File: src/rtl/vector_reg_file_v2_if.sv
// Request/response bundle between issue logic and the vector register file.
interface vector_reg_file_v2_if #(
  parameter int unsigned DATA_WIDTH = 8,
  parameter int unsigned LANES      = 4,
  parameter int unsigned REG_COUNT  = 16
);
  localparam int unsigned AW = $clog2(REG_COUNT);
  localparam int unsigned VW = LANES * DATA_WIDTH;

  logic          we;
  logic [AW-1:0] w_addr;
  logic [LANES-1:0] w_lane_mask;
  logic [VW-1:0] w_data;
  logic          re1;
  logic          re2;
  logic [AW-1:0] r_addr1;
  logic [AW-1:0] r_addr2;
  logic [VW-1:0] r_data1;
  logic [VW-1:0] r_data2;
  logic          r_valid1;
  logic          r_valid2;
  logic          busy1;
  logic          busy2;
  logic          issue_valid;
  logic [AW-1:0] issue_addr;
  logic [3:0]    buttons;
  logic [7:0]    i_time;
  logic [7:0]    i_y;
  logic          init_done;

  modport master (
    output we, w_addr, w_lane_mask, w_data, re1, re2, r_addr1, r_addr2,
           issue_valid, issue_addr, buttons, i_time, i_y,
    input  r_data1, r_data2, r_valid1, r_valid2, busy1, busy2, init_done
  );

  modport slave (
    input  we, w_addr, w_lane_mask, w_data, re1, re2, r_addr1, r_addr2,
           issue_valid, issue_addr, buttons, i_time, i_y,
    output r_data1, r_data2, r_valid1, r_valid2, busy1, busy2, init_done
  );
endinterface

File: src/rtl/vector_reg_file_v2.sv
// LANES x DATA_WIDTH vector register file: 2 registered read ports, masked write port,
// write->read bypass, pending-write scoreboard and a sequential post-reset clear.
module vector_reg_file_v2 #(
  parameter int unsigned DATA_WIDTH = 8,
  parameter int unsigned LANES      = 4,
  parameter int unsigned REG_COUNT  = 16
) (
  input logic clk,
  input logic rst,
  vector_reg_file_v2_if.slave bus
);
  localparam int unsigned AW = $clog2(REG_COUNT);
  localparam int unsigned DW = DATA_WIDTH;
  localparam int unsigned VW = LANES * DATA_WIDTH;
  localparam int unsigned LW = $clog2(LANES);
  localparam int unsigned S  = REG_COUNT - 4;

  typedef enum logic {ST_INIT, ST_RUN} state_t;

  state_t           state_q, state_d;
  logic [AW-1:0]    idx_q, idx_d;
  logic             init_done_q;
  logic [REG_COUNT-1:0] busy_q, busy_d;
  logic [VW-1:0]    r_data1_q, r_data2_q;
  logic             r_valid1_q, r_valid2_q;
  logic [VW-1:0]    mem [1:S-1];

  logic             run;
  logic             wr_ok;
  logic             iss_ok;
  logic [AW-1:0]    w_addr;
  logic [LANES-1:0] w_mask;
  logic [VW-1:0]    w_data;
  logic [VW-1:0]    sp_buttons, sp_y, sp_lane, sp_time;

  function automatic logic is_storage(input logic [AW-1:0] a);
    return (a != '0) && (a < AW'(S));
  endfunction

  assign w_addr = bus.w_addr;
  assign w_mask = bus.w_lane_mask;
  assign w_data = bus.w_data;
  assign run    = (state_q == ST_RUN);
  assign wr_ok  = run && bus.we && is_storage(w_addr);
  assign iss_ok = run && bus.issue_valid && is_storage(bus.issue_addr);

  // Special read-only registers, replicated per lane
  always_comb begin
    sp_buttons = '0;
    sp_y       = '0;
    sp_lane    = '0;
    sp_time    = '0;
    for (int k = 0; k < LANES; k++) begin
      sp_buttons[k*DW +: DW] = DW'(bus.buttons);
      sp_y[k*DW +: DW]       = DW'(bus.i_y);
      sp_lane[k*DW +: DW]    = DW'(k) << (DW - LW);
      sp_time[k*DW +: DW]    = DW'(bus.i_time);
    end
  end

  // Storage reads see a same-cycle write merged lane by lane
  function automatic logic [VW-1:0] lookup(input logic [AW-1:0] a);
    logic [VW-1:0] v;
    v = '0;
    if (a == AW'(S))          v = sp_buttons;
    else if (a == AW'(S + 1)) v = sp_y;
    else if (a == AW'(S + 2)) v = sp_lane;
    else if (a == AW'(S + 3)) v = sp_time;
    else if (is_storage(a)) begin
      v = mem[a];
      if (wr_ok && (w_addr == a)) begin
        for (int k = 0; k < LANES; k++)
          if (w_mask[k]) v[k*DW +: DW] = w_data[k*DW +: DW];
      end
    end
    return v;
  endfunction

  // Clear sequencer: walk storage once after reset, then run forever
  always_comb begin
    state_d = state_q;
    idx_d   = idx_q;
    if (state_q == ST_INIT) begin
      if (idx_q == AW'(S - 1)) state_d = ST_RUN;
      else                     idx_d   = idx_q + AW'(1);
    end
  end

  always_ff @(posedge clk) begin
    if (rst) begin
      state_q     <= ST_INIT;
      idx_q       <= AW'(1);
      init_done_q <= 1'b0;
    end else begin
      state_q     <= state_d;
      idx_q       <= idx_d;
      init_done_q <= (state_d == ST_RUN);
    end
  end

  // Storage array has no reset; the sequencer zeroes it instead
  always_ff @(posedge clk) begin
    if (!rst) begin
      if (state_q == ST_INIT) begin
        mem[idx_q] <= '0;
      end else if (wr_ok) begin
        for (int k = 0; k < LANES; k++)
          if (w_mask[k]) mem[w_addr][k*DW +: DW] <= w_data[k*DW +: DW];
      end
    end
  end

  // Scoreboard: issue sets, write clears, set wins on collision
  always_comb begin
    busy_d = busy_q;
    if (wr_ok)  busy_d[w_addr]         = 1'b0;
    if (iss_ok) busy_d[bus.issue_addr] = 1'b1;
  end

  always_ff @(posedge clk) begin
    if (rst) busy_q <= '0;
    else     busy_q <= busy_d;
  end

  always_ff @(posedge clk) begin
    if (rst) begin
      r_data1_q  <= '0;
      r_data2_q  <= '0;
      r_valid1_q <= 1'b0;
      r_valid2_q <= 1'b0;
    end else begin
      r_valid1_q <= run && bus.re1;
      r_valid2_q <= run && bus.re2;
      if (run && bus.re1) r_data1_q <= lookup(bus.r_addr1);
      if (run && bus.re2) r_data2_q <= lookup(bus.r_addr2);
    end
  end

  assign bus.r_data1   = r_data1_q;
  assign bus.r_data2   = r_data2_q;
  assign bus.r_valid1  = r_valid1_q;
  assign bus.r_valid2  = r_valid2_q;
  assign bus.init_done = init_done_q;
  assign bus.busy1     = busy_q[bus.r_addr1] & init_done_q;
  assign bus.busy2     = busy_q[bus.r_addr2] & init_done_q;
endmodule

File: src/flat_wrapper.sv
// flat-port wrapper written by rule: the top's interface ports become plain ports
module vector_reg_file_v2_flat 
#(
  parameter int unsigned DATA_WIDTH = 8,
  parameter int unsigned LANES      = 4,
  parameter int unsigned REG_COUNT  = 16
)
  (clk, rst, bus_we, bus_w_addr, bus_w_lane_mask, bus_w_data, bus_re1, bus_re2, bus_r_addr1, bus_r_addr2, bus_issue_valid, bus_issue_addr, bus_buttons, bus_i_time, bus_i_y, bus_r_data1, bus_r_data2, bus_r_valid1, bus_r_valid2, bus_busy1, bus_busy2, bus_init_done);
  vector_reg_file_v2_if #(.DATA_WIDTH(DATA_WIDTH), .LANES(LANES), .REG_COUNT(REG_COUNT)) bus_i ();
  input logic clk;
  input logic rst;
  input wire logic [$bits(bus_i.we)-1:0] bus_we;
  input wire logic [$bits(bus_i.w_addr)-1:0] bus_w_addr;
  input wire logic [$bits(bus_i.w_lane_mask)-1:0] bus_w_lane_mask;
  input wire logic [$bits(bus_i.w_data)-1:0] bus_w_data;
  input wire logic [$bits(bus_i.re1)-1:0] bus_re1;
  input wire logic [$bits(bus_i.re2)-1:0] bus_re2;
  input wire logic [$bits(bus_i.r_addr1)-1:0] bus_r_addr1;
  input wire logic [$bits(bus_i.r_addr2)-1:0] bus_r_addr2;
  input wire logic [$bits(bus_i.issue_valid)-1:0] bus_issue_valid;
  input wire logic [$bits(bus_i.issue_addr)-1:0] bus_issue_addr;
  input wire logic [$bits(bus_i.buttons)-1:0] bus_buttons;
  input wire logic [$bits(bus_i.i_time)-1:0] bus_i_time;
  input wire logic [$bits(bus_i.i_y)-1:0] bus_i_y;
  output wire logic [$bits(bus_i.r_data1)-1:0] bus_r_data1;
  output wire logic [$bits(bus_i.r_data2)-1:0] bus_r_data2;
  output wire logic [$bits(bus_i.r_valid1)-1:0] bus_r_valid1;
  output wire logic [$bits(bus_i.r_valid2)-1:0] bus_r_valid2;
  output wire logic [$bits(bus_i.busy1)-1:0] bus_busy1;
  output wire logic [$bits(bus_i.busy2)-1:0] bus_busy2;
  output wire logic [$bits(bus_i.init_done)-1:0] bus_init_done;
  assign bus_i.we = bus_we;
  assign bus_i.w_addr = bus_w_addr;
  assign bus_i.w_lane_mask = bus_w_lane_mask;
  assign bus_i.w_data = bus_w_data;
  assign bus_i.re1 = bus_re1;
  assign bus_i.re2 = bus_re2;
  assign bus_i.r_addr1 = bus_r_addr1;
  assign bus_i.r_addr2 = bus_r_addr2;
  assign bus_i.issue_valid = bus_issue_valid;
  assign bus_i.issue_addr = bus_issue_addr;
  assign bus_i.buttons = bus_buttons;
  assign bus_i.i_time = bus_i_time;
  assign bus_i.i_y = bus_i_y;
  assign bus_r_data1 = bus_i.r_data1;
  assign bus_r_data2 = bus_i.r_data2;
  assign bus_r_valid1 = bus_i.r_valid1;
  assign bus_r_valid2 = bus_i.r_valid2;
  assign bus_busy1 = bus_i.busy1;
  assign bus_busy2 = bus_i.busy2;
  assign bus_init_done = bus_i.init_done;
  vector_reg_file_v2 #(.DATA_WIDTH(DATA_WIDTH), .LANES(LANES), .REG_COUNT(REG_COUNT)) u_core (.clk(clk), .rst(rst), .bus(bus_i));
endmodule
File: config.mk
export PLATFORM = sky130hd
export DESIGN_NAME = vector_reg_file_v2_flat
export DESIGN_NICKNAME = d
export VERILOG_FILES = /design/src/rtl/vector_reg_file_v2_if.sv /design/src/rtl/vector_reg_file_v2.sv /design/src/flat_wrapper.sv
export SDC_FILE = /design/constraint.sdc
export NUM_CORES = 1
export LEC_CHECK = 0
export ABC_AREA = 1
export ABC_CLOCK_PERIOD_IN_PS = 2300
export CAP_MARGIN = 40
export CELL_PAD_IN_SITES_DETAIL_PLACEMENT = 1
export CELL_PAD_IN_SITES_GLOBAL_PLACEMENT = 2
export CORE_MARGIN = 5
export CORE_UTILIZATION = 32
export CTS_CLUSTER_SIZE = 30
export DETAILED_ROUTE_END_ITERATION = 12
export GPL_TIMING_DRIVEN = 0
export PLACE_DENSITY_LB_ADDON = 0.1
export SYNTH_ARGS = -nofsm -noshare
export SYNTH_HDL_FRONTEND = slang
export SYNTH_SLANG_ARGS = --single-unit
File: constraint.sdc
create_clock -name clk -period 2.3 [get_ports clk]
set_input_delay 0.575 -clock clk [delete_from_list [all_inputs] [get_ports clk]]
set_output_delay 0.575 -clock clk [all_outputs]
set_load 0.02 [all_outputs]
==> results <==
## cell type report
cell class	instances	area share, %
inverter	185	2.39
buffer	166	3.78
multi-input combinational	2195	33.9
timing repair buffer	347	12.0
antenna	4	0.0314
clock inverter	26	0.832
sequential	439	38.6
tap	950	3.73
clock buffer	75	4.66
## path summary, 6_finish.rpt
path / endpoint / slack, ps / cells after the start
max: u_core.mem[1][27] / -340 / 15
min reg2reg: u_core.bus.r_data1[22] / 470 / 2
min: u_core.bus.r_data1[22] / 470 / 2
max reg2reg: u_core.mem[1][27] / -340 / 15
## state kept, by name (all words and copies together), names as in the netlist
| signal | count |
|---|---|
| u_core.idx_q | 4 |
| u_core.bus.r_data1 | 32 |
| u_core.bus.r_valid2 | 1 |
| u_core.bus.r_data2 | 32 |
| u_core.bus.r_valid1 | 1 |
| u_core.busy_q | 16 |
| u_core.run | 1 |
| u_core.mem | 352 |
## power by group
part           switching (mW)  total [mW]  internal, mW
Clock                    3.62        8.67          5.05
Combinational            2.16        3.12         0.961
Sequential             0.0622        8.69          8.63
## what timing repair did
action                     CTS  global route
setup endpoints to repair  771           697
setup buffers              102            41
gates resized for setup    486           169
cloned                       0            10
pin swaps                   74            80
## cells in the final DEF (no fill, tap or decap), drive strengths merged, types with 3 or more instances in the layout
cell           instances
and2                  40
a21oi                195
edfxtp               352
o21ai                 89
nand3b                 9
nand3                346
o221ai                12
clkinvlp               4
clkinv                23
inv                  179
nor2                 306
bufinv                 5
clkdlybuf4s50        129
nand2               1129
dfxtp                 87
nand4                 19
nor3                   3
a22oi                  4
o22ai                 35
diode                  4
buf                  293
clkbuf               163
## layer usage
metal	global-route usage, %	wire length (um)
met4	15.2	7840
met2	51.2	59300
met1	41.4	52600
met5	0	12
met3	5.88	11200
## per-stage QoR
| stage | utilization, % | instance area [um2] |
|---|---|---|
| global route | 44.4 | 31900 |
| CTS | 43.1 | 30900 |
| global placement | 36.2 | 25900 |
| detailed placement | 37.1 | 26600 |
| floorplan | - | 23300 |
| finish | 44.4 | 31900 |
## kinds of logic after synthesis
group	count (synthesis)	share of synthesized area [%]
AOI/OAI and AO/OA	341	7.86
adders and majority gates	1	0.0538
buffers and inverters	354	6.28
DFF	439	53.0
and+or+nand+nor	1844	32.8
## worst reg2reg max path, cell delays in order (launching register included)
cell      delay (ps)
dfxtp_4          380
nand2_4           60
a21oi_4          170
nand2_1           90
inv_2             60
o211ai_1          90
nand2_2          190
buf_6            150
clkinv_8          60
nand2_4           60
o21ai_4           80
buf_6            130
nor2_4           220
nand2_4          170
nor2_4           240
buf_8            180
==> flow_summary.json <==
{
  "status": "finished, violations left",
  "violations": "setup timing",
  "cts_tree": "built",
  "die_w_um": 279,
  "htree_num_levels": 2,
  "gr-usage-all-layers_pct": 31.7,
  "max_freq_mhz": 379,
  "syn2layout_area_growth_pct": 37.2,
  "total_power_mw": 20.5,
  "final_cells": 4387,
  "min-delay-path-class": "flop to flop",
  "multi_input_area_mm2": 0.0108,
  "antenna_found_initial": 3,
  "port_buffers": 143,
  "ant_nets": 0,
  "worst_ep_required_time_ps": 2650,
  "cts_root_buf": "clkbuf_16",
  "insertion_delay_ps": 640,
  "num-fill-cells": 8439,
  "grt_pass1_vias": 24500,
  "cp-end-kind": "flop",
  "rsz0062_at_grt": "yes",
  "synthTopCellsByCount": "nand2_1, edfxtp_1, nand3_1",
  "initial_core_util_pct": 32.4,
  "drv_slew": 0,
  "crit_start": "u_core.run",
  "path_cells": "nand2_4 > a21oi_4 > nand2_1 > inv_2 > o211ai_1 > nand2_2 > buf_6 > clkinv_8 > nand2_4 > o21ai_4 > buf_6 > nor2_4 > nand2_4 > nor2_4 > buf_8",
  "synth_top_flop_cell": "edfxtp_1",
  "synth_edf_count": 352,
  "ir_drop_v": 0.000605,
  "power_density_mw_per_mm2": 643,
  "regArea_mm2": 0.0123,
  "cpPeakStageDelay_ps": 380,
  "synth_cells": 2979,
  "cts_num_sinks": 439,
  "cp_max_fo": 6,
  "timing.final.crit_share_pct": 115,
  "path_class": "flop to flop",
  "hold_buffers": 0,
  "start_kind": "flop",
  "worst_slew_pin_slew_ps": 917,
  "yosysWarnings": 0,
  "tns_ps": -95790,
  "clockBufferDepth": 3,
  "grt_pass1_wl_mm": 179,
  "gr-total-overflow": 0,
  "crit_path_frequent_cell": "nand2_4",
  "synth_top_area_share_pct": 45.5,
  "critPathTopFamily": "simple AND/OR/NAND/NOR gates",
  "setup_viol": 380,
  "ys_seq_area_share_pct": 53.0,
  "holdWs_ps": 466,
  "pin_count": 147,
  "place_inst": 4133,
  "yosysMostFrequentCell": "nand2_1",
  "synth_top_area_cell": "edfxtp_1",
  "finalHoldViolations": 0,
  "clock_skew_ps": 19.7,
  "die_y_um": 279,
  "setup_slack_ps": -341,
  "drive_gt1_share_pct": 17.8,
  "holdCritStartpoint": "u_core.bus.r_data1[22]",
  "grt_max_degree": 17,
  "slew_headroom_pct": 38.9,
  "drc_errors": 0,
  "p_leak_nw": 13.3,
  "die_area_mm2": 0.0781,
  "syn_avg_cell_area_um2": 7.80,
  "ys_top_cells_by_area": "edfxtp_1, nand2_1, dfxtp_1, nand3_1, nor2_1",
  "row_count": 98,
  "dpl_worst_slack_ps": -2490,
  "synthArstFlopShare_pct": 0,
  "final_nets": 3467,
  "wire_per_inst_um": 29.9,
  "synth.distinct_cells": 35,
  "place_hpwl_mm": 95.9,
  "place_congestion": 0.968,
  "viasPerCell": 5.56,
  "cp_slowest_cell": "dfxtp_4",
  "clk_pin_slew_ps": 60,
  "worst-path-buf-inv": 5,
  "numCtsBuffers": 54,
  "drt-pass1-iter-count": 5,
  "syn_nets": 3058,
  "maxCapViolations": 0,
  "design.core.area_mm2": 0.0717,
  "vias": 24400,
  "drtIter0Drc": 2484,
  "synth_seq_cells": 439,
  "r2r-start": "u_core.run",
  "period_needed_ps": 2640,
  "wl_mm": 131,
  "syn_area_mm2": 0.0232,
  "arrival_ps": 2990
}
Power figures use the tool's default switching activity.
